--- src/rtl/video_fb.sv ---
// -----------------------------------------------------------------------------
// video_fb : VGA scan-out engine
//
// Generates VGA timing, draws a solid border around a framebuffer window,
// fetches packed pixels from a 1-cycle-latency video RAM and expands each
// pixel index through a 16-entry RGB888 palette.
//
// Pipeline (all outputs are exactly three clocks behind the raster counters):
//   stage0 : hc/vc counters, timing decode, video RAM address generation
//   stage1 : registered timing flags (RAM read in flight)
//   stage2 : pixel shift register loaded from vid_dout
//   stage3 : palette lookup / border / blanking mux, sync and enable outputs
//
// Ports
//   clk        : pixel clock
//   reset      : synchronous reset, active low
//   vid_addr   : video RAM word address (registered)
//   vid_dout   : video RAM data, valid one clock after vid_addr
//   fb_base    : framebuffer base word address, latched at each vblank
//   border_col : border colour {r,g,b}
//   pal_we     : palette write strobe
//   pal_addr   : palette write index
//   pal_data   : palette write data {r,g,b}
//   vga_r/g/b  : colour outputs
//   vga_hs/vs  : horizontal / vertical sync (polarity set by HS_POL / VS_POL)
//   vga_de     : data enable (active area)
//   vblank     : one-clock pulse at the start of vertical blanking
//
// SCALE*(DW/BPP) (clocks per fetched word) must be a power of two.
// -----------------------------------------------------------------------------
module video_fb #(
    parameter int HA     = 640,
    parameter int HFP    = 16,
    parameter int HS     = 96,
    parameter int HBP    = 48,
    parameter int VA     = 480,
    parameter int VFP    = 11,
    parameter int VS     = 2,
    parameter int VBP    = 31,
    parameter int HB     = 64,
    parameter int VB     = 112,
    parameter int SCALE  = 2,
    parameter int BPP    = 4,
    parameter int DW     = 8,
    parameter int AW     = 15,
    parameter bit HS_POL = 1'b0,
    parameter bit VS_POL = 1'b0
) (
    input  logic          clk,
    input  logic          reset,
    output logic [AW-1:0] vid_addr,
    input  logic [DW-1:0] vid_dout,
    input  logic [AW-1:0] fb_base,
    input  logic [23:0]   border_col,
    input  logic          pal_we,
    input  logic [3:0]    pal_addr,
    input  logic [23:0]   pal_data,
    output logic [7:0]    vga_r,
    output logic [7:0]    vga_g,
    output logic [7:0]    vga_b,
    output logic          vga_hs,
    output logic          vga_vs,
    output logic          vga_de,
    output logic          vblank
);

    localparam int HT     = HA + HFP + HS + HBP;
    localparam int VT     = VA + VFP + VS + VBP;
    localparam int PPW    = DW / BPP;
    localparam int WCLK   = SCALE * PPW;            // clocks spent on one RAM word
    localparam int STRIDE = (HA - 2 * HB) / WCLK;   // words per framebuffer line
    localparam int HCW    = $clog2(HT);
    localparam int VCW    = $clog2(VT);

    localparam logic [HCW-1:0] H_LAST = HCW'(HT - 1);
    localparam logic [HCW-1:0] H_ACT  = HCW'(HA);
    localparam logic [HCW-1:0] H_SS   = HCW'(HA + HFP);
    localparam logic [HCW-1:0] H_SE   = HCW'(HA + HFP + HS);
    localparam logic [HCW-1:0] H_WS   = HCW'(HB);
    localparam logic [HCW-1:0] H_WE   = HCW'(HA - HB);
    localparam logic [HCW-1:0] S_MASK = HCW'(SCALE - 1);
    localparam logic [HCW-1:0] W_MASK = HCW'(WCLK - 1);

    localparam logic [VCW-1:0] V_LAST = VCW'(VT - 1);
    localparam logic [VCW-1:0] V_ACT  = VCW'(VA);
    localparam logic [VCW-1:0] V_SS   = VCW'(VA + VFP);
    localparam logic [VCW-1:0] V_SE   = VCW'(VA + VFP + VS);
    localparam logic [VCW-1:0] V_WS   = VCW'(VB);
    localparam logic [VCW-1:0] V_WE   = VCW'(VA - VB);

    localparam logic [AW-1:0]  STRIDE_A = AW'(STRIDE);

    // Timing flags carried from stage0 to stage1; sync flags are active-true
    // here and converted to the requested polarity only at the output.
    typedef struct packed {
        logic de;
        logic hs;
        logic vs;
        logic border;
        logic vbl;
        logic wstart;   // first clock of a fetched word: load the shifter
        logic pstart;   // first clock of a pixel: advance the shifter
    } ctl_t;

    // Reset palette: CGA-like 16 colours. Component bit r=idx[1], g=idx[2],
    // b=idx[0]; idx[3] brightens both the on and off levels.
    function automatic logic [23:0] pal_default(input logic [3:0] idx);
        logic [7:0] on_lvl;
        logic [7:0] off_lvl;
        on_lvl  = idx[3] ? 8'hFF : 8'hAA;
        off_lvl = idx[3] ? 8'h55 : 8'h00;
        return {idx[1] ? on_lvl : off_lvl,
                idx[2] ? on_lvl : off_lvl,
                idx[0] ? on_lvl : off_lvl};
    endfunction

    // ------------------------------------------------------------------ stage0
    logic [HCW-1:0] hc;
    logic [VCW-1:0] vc;

    always_ff @(posedge clk) begin
        // NOTE: sequential state uses non-blocking assignments so every
        // register samples the pre-edge values of the others.
        if (!reset) begin
            hc <= '0;
            vc <= '0;
        end else if (hc == H_LAST) begin
            hc <= '0;
            vc <= (vc == V_LAST) ? '0 : vc + 1'b1;
        end else begin
            hc <= hc + 1'b1;
        end
    end

    ctl_t           s0;
    logic           s0_row;
    logic           s0_win;
    logic           fetch_go;
    logic           fetch_first;
    logic [HCW-1:0] rel;
    logic [HCW-1:0] hc_next;
    logic [HCW-1:0] rel_next;

    always_comb begin
        // NOTE: every signal written here gets a default first, so no path
        // can leave it unassigned and infer a latch.
        s0          = '0;
        s0_row      = 1'b0;
        s0_win      = 1'b0;
        fetch_go    = 1'b0;
        fetch_first = 1'b0;
        rel         = hc - H_WS;
        hc_next     = hc + 1'b1;
        rel_next    = hc_next - H_WS;

        s0_row    = (vc >= V_WS) && (vc < V_WE);
        s0.de     = (hc < H_ACT) && (vc < V_ACT);
        s0.hs     = (hc >= H_SS) && (hc < H_SE);
        s0.vs     = (vc >= V_SS) && (vc < V_SE);
        s0.border = (hc < H_WS) || (hc >= H_WE) || !s0_row;
        s0.vbl    = (vc == V_ACT) && (hc == '0);
        s0_win    = s0.de && !s0.border;
        s0.wstart = s0_win && ((rel & W_MASK) == '0);
        s0.pstart = s0_win && ((rel & S_MASK) == '0);

        // The address for a word must be on vid_addr while its first pixel
        // is at stage0, so it is registered one clock earlier: look at hc+1.
        fetch_go    = s0_row && (hc_next >= H_WS) && (hc_next < H_WE)
                      && ((rel_next & W_MASK) == '0);
        fetch_first = (hc_next == H_WS);
    end

    // Framebuffer addressing: fb_lat only changes at vblank so a base change
    // never tears the frame being scanned. line_addr steps by STRIDE after
    // every SCALE-th window line (addition only, no multiplier).
    logic [AW-1:0] fb_lat;
    logic [AW-1:0] line_addr;
    logic          line_rep;

    always_ff @(posedge clk) begin
        if (!reset) begin
            fb_lat    <= fb_base;
            line_addr <= '0;
            line_rep  <= 1'b0;
            vid_addr  <= '0;
        end else begin
            if (s0.vbl) begin
                fb_lat <= fb_base;
            end

            if (hc == '0 && vc == V_WS) begin
                line_addr <= fb_lat;
                line_rep  <= 1'b0;
            end else if (hc == H_LAST && s0_row) begin
                if (SCALE == 1 || line_rep) begin
                    line_addr <= line_addr + STRIDE_A;
                    line_rep  <= 1'b0;
                end else begin
                    line_rep <= 1'b1;
                end
            end

            // Outside the window vid_addr simply holds; wraps modulo 2^AW.
            if (fetch_go) begin
                vid_addr <= fetch_first ? line_addr : vid_addr + 1'b1;
            end
        end
    end

    // ------------------------------------------------------------------ stage1
    ctl_t s1;

    always_ff @(posedge clk) begin
        if (!reset) begin
            s1 <= '0;
        end else begin
            s1 <= s0;
        end
    end

    // ------------------------------------------------------------------ stage2
    // vid_dout during stage1 belongs to the word addressed during stage0, so
    // the shifter holds the current pixel in its MSBs at stage2.
    logic          s2_de;
    logic          s2_hs;
    logic          s2_vs;
    logic          s2_border;
    logic          s2_vbl;
    logic [DW-1:0] shifter;

    always_ff @(posedge clk) begin
        if (!reset) begin
            s2_de     <= 1'b0;
            s2_hs     <= 1'b0;
            s2_vs     <= 1'b0;
            s2_border <= 1'b0;
            s2_vbl    <= 1'b0;
            shifter   <= '0;
        end else begin
            s2_de     <= s1.de;
            s2_hs     <= s1.hs;
            s2_vs     <= s1.vs;
            s2_border <= s1.border;
            s2_vbl    <= s1.vbl;
            if (s1.wstart) begin
                shifter <= vid_dout;
            end else if (s1.pstart) begin
                shifter <= shifter << BPP;
            end
        end
    end

    // ------------------------------------------------------------------ palette
    logic [23:0] pal [16];

    always_ff @(posedge clk) begin
        // NOTE: the palette is a small register array, so it is reset to its
        // default colours on every reset pulse, not just at power-up.
        if (!reset) begin
            for (int i = 0; i < 16; i++) begin
                pal[i] <= pal_default(4'(i));
            end
        end else if (pal_we) begin
            pal[pal_addr] <= pal_data;
        end
    end

    // ------------------------------------------------------------------ stage3
    // A write in the same clock as a read returns the old entry, since the
    // read below sees the array before the write lands.
    logic [3:0]  pix;
    logic [23:0] rgb;

    assign pix = 4'(shifter[DW-1 -: BPP]);

    always_ff @(posedge clk) begin
        if (!reset) begin
            rgb    <= '0;
            vga_de <= 1'b0;
            vga_hs <= !HS_POL;
            vga_vs <= !VS_POL;
            vblank <= 1'b0;
        end else begin
            vga_de <= s2_de;
            vga_hs <= s2_hs ? HS_POL : !HS_POL;
            vga_vs <= s2_vs ? VS_POL : !VS_POL;
            vblank <= s2_vbl;
            if (!s2_de) begin
                rgb <= '0;
            end else if (s2_border) begin
                rgb <= border_col;
            end else begin
                rgb <= pal[pix];
            end
        end
    end

    assign {vga_r, vga_g, vga_b} = rgb;

endmodule

--- config.mk ---
export PLATFORM = sky130hd
export DESIGN_NAME = video_fb
export DESIGN_NICKNAME = d
export VERILOG_FILES = /design/src/rtl/video_fb.sv
export SDC_FILE = /design/constraint.sdc
export NUM_CORES = 1
export LEC_CHECK = 0
export BUFFER_PORTS_ARGS = -buffer_cell sky130_fd_sc_hd__buf_4
export CAP_MARGIN = 20
export CORE_ASPECT_RATIO = 1.1
export CORE_MARGIN = 1.5
export CORE_UTILIZATION = 66
export CTS_CLUSTER_SIZE = 8
export DETAILED_ROUTE_END_ITERATION = 7
export PLACE_DENSITY_LB_ADDON = 0.3
export SYNTH_ARGS = -nofsm -noshare
export SYNTH_HDL_FRONTEND = slang
export SYNTH_SLANG_ARGS = --single-unit
--- constraint.sdc ---
create_clock -name clk -period 9.9 [get_ports clk]
set_input_delay 2.475 -clock clk [delete_from_list [all_inputs] [get_ports clk]]
set_output_delay 2.475 -clock clk [all_outputs]
set_load 0.005 [all_outputs]
==> metrics.yaml <==
drt:
  drc: 0
  num_vias: 14400
  ant_nets: 0
  dr.pass1.iters: 5
  via_per_inst: 6.65
  avgRoutedWirePerCell_um: 27.0
  initialDrtViolationCount: 1721
  drt_wl_total_mm: 58.5
timing:
  worst-slew-pin-transition_ns: 1.06
  finalCritPeriodShare: 0.510
  fin_setup_tns_ns: 0
  worst_slack_ns: 4.85
  drv_slew: 0
  finClkSkew_ns: 0.0290
  slew_headroom: 0.296
  finalSetupViolCount: 0
  rsz0062_at_grt: "no"
  hold_viol_final: 0
  fin_crit_ns: 5.05
  fmax_mhz: 198
yosys:
  yosysWarnings: 0
  synthesis.nets: 1679
  synth-main-ff-cell: "edfxtp_1"
  synth-async-reset-ratio: 0
  synth_top_area_share: 0.534
  netlist_area_um2: 22400
  yosysTopAreaCell: "edfxtp_1"
  syn_avg_cell_area_um2: 14.1
  seq_area_frac_synth: 0.626
  synth_area_leaders: "edfxtp_1 (53%), mux4_2 (12%), dfxtp_1 (9.2%)"
  synth_edf_count: 399
  synth_cell_types: 58
  yosys_register_bits: 502
  postSynthCellCount: 1594
layout:
  synthToLayoutAreaGrowth_pct: 15.0
  fill_cells: 1839
  final_cells: 2165
  final_layout_size_suffix_gt1_frac: 0.225
  final_util: 0.773
  final_nets: 1759
global_route:
  grt_util_met3: 0.0868
  grt_overflow: 0
  antenna_found_initial: 5
  gr-usage-met1: 0.413
  grt_util_all_layers: 0.347
  use_met2: 0.559
  grt_max_degree: 88
  grt_first_pass_wirelength_mm: 87.8
  first_global_vias: 14600
  grt_busiest_layer: "met2"
place:
  gp_congestion: 0.907
  pre_cts_ws_ns: 4.37
  port_buffers: 120
  placedCellCount: 2028
  dp_hpwl_mm: 36.3
cts:
  post-cts-setup-buffers: 0
  worstSkewPairLatency_ns: 0.58
  postCtsResizedCells: 0
  cts_buffer_depth: 3
  cts_sinks: 502
  cts_hold_buf: 0
  cts_tree: "done"
  numCtsBuffers: 72
  cts_root_buf: "clkbuf_16"
  htree_levels: 3
  clk_pin_slew_ns: 0.05
floorplanning:
  io_pins: 121
  rows: 70
  die_x_um: 179
  die_y_um: 196
  die_area_um2: 35100
  initial_core_util: 0.672
  core-area_um2: 33400
worst_setup_path:
  cp_common_cell: "buf_4"
  crit_path_start_kind: "primary input"
  slowest_delay_ns: 0.85
  cpMaxStageDelayCell: "nand2b_1"
  cp-end-kind: "register"
  path_cells: "buf_4 -> nand2_1 -> or3_1 -> buf_4 -> nor3_2 -> buf_4 -> nand2b_1"
  cp.arrival_ns: 5.24
  cp_top_family: "simple AND/OR/NAND/NOR gates"
  worstSetupPathType: "primary input to register"
  path_max_fanout: 46
  path_buf_inv: 3
  rr_worst_depth: 5
  regToRegEndpoint: "rgb[2]"
  worstPathRequired_ns: 10.09
  regToRegSetupSlack_ns: 6.31
min_path:
  worstHoldPathCells: 1
  hold_path.startpoint: "s2_vs"
  min_path_type: "register to register"
  min_to: "vga_vs"
pwr:
  peakVddDrop_mv: 0.139
  leakagePower_nw: 8.64
  power_density_nw_per_um2: 191
run_status:
  status: "complete, no violations"
run:
  cap_violations: 0
[Yosys cell counts, drive strengths merged, types with 3 or more instances]
library cell	number
edfxtp	399
and2	188
or3	183
clkbuf	123
mux4	120
dfxtp	103
nor2	84
nand2	56
a21oi	38
mux2i	34
a211oi	26
buf	26
nand2b	23
nand4	20
nor3	20
o21ai	19
and3	18
nand3	17
xor2	12
inv	11
xnor2	11
o32ai	10
ha	7
and4	5
nor3b	5
nor4	5
or2	4
or4	4
nor4b	3
[routing by layer]
metal  share of wire  vias up
met3            0.10      198
met2            0.50      873
met5         0.00099        -
met4           0.067        6
met1            0.34     7144
li1                -     6186
[power breakdown]
group          total [mW]  switching, mW  internal (mW)
sequential           2.42         0.0412           2.38
combinational       0.232          0.147         0.0850
clock                2.28          0.866           1.42
[cell usage in the layout (no fill, tap or decap), types with 54 or more instances in the layout]
cell / n
and2_1: 188
dfxtp_1: 99
edfxtp_1: 399
clkbuf_1: 54
or3_1: 183
mux4_2: 120
buf_4: 150
nand2_1: 54
clkbuf_16: 75
nor2_1: 84
[worst max path at each step]
stage          slack (ns)  startpoint  cells past startpoint          to
2_1_floorplan        4.17       reset                      6  pal[12][0]
3_3_place_gp         4.47       reset                      7  pal[0][11]
3_5_place_dp         4.37       reset                      7  pal[0][23]
4_1_cts              4.93       reset                      7  pal[0][16]
5_1_grt              4.73       reset                      7  pal[0][14]
6_report             4.85       reset                      7   pal[0][7]
[cell families after synthesis]
| logic type | after synthesis | synth area share |
|---|---|---|
| compound gates | 109 | 0.0318 |
| xor+xnor | 23 | 0.00931 |
| fa+ha+maj | 7 | 0.00390 |
| buf+inv | 160 | 0.0288 |
| flops | 502 | 0.626 |
| mux | 155 | 0.136 |
| simple gates | 638 | 0.164 |
[state kept, by name (all words and copies together), names as in the netlist, 7 cells and up, named ones only]
name / count
hc: 10
rgb: 24
vid_addr: 15
s1: 7
fb_lat: 15
shifter: 8
line_addr: 15
vc: 10
pal: 384
[layout make-up]
cell class | instances | area, µm² | share of cell area
flip-flops and latches | 502 | 14100 | 0.545
multi-input cells | 932 | 7820 | 0.303
clock buffers | 130 | 2090 | 0.0811
repair buffers | 155 | 1210 | 0.0471
well taps | 432 | 541 | 0.0210
inverters | 11 | 41.3 | 0.00160
clock inverters | 2 | 32.5 | 0.00126
diodes | 1 | 2.50 | 0.0000970
[worst register-to-register path, cell delays in order (launching register included)]
cell     delay [ns]
dfxtp_4        0.98
buf_4          0.93
mux4_2         0.65
mux4_2         0.55
mux2i_1        0.23
nor2_1         0.08
[stage by stage]
stage | area, µm² | hold slack (ns) | power (mW)
2_1_floorplan | 22400 | 0.352 | 2.55
3_3_place_gp | 23600 | 0.361 | 2.67
3_5_place_dp | 23600 | 0.364 | 2.68
4_1_cts | 25700 | 0.351 | 4.94
5_1_grt | 25800 | 0.368 | 5.06
6_report | 25800 | 0.348 | 4.93
No activity file was read; power rests on OpenSTA's default activity.
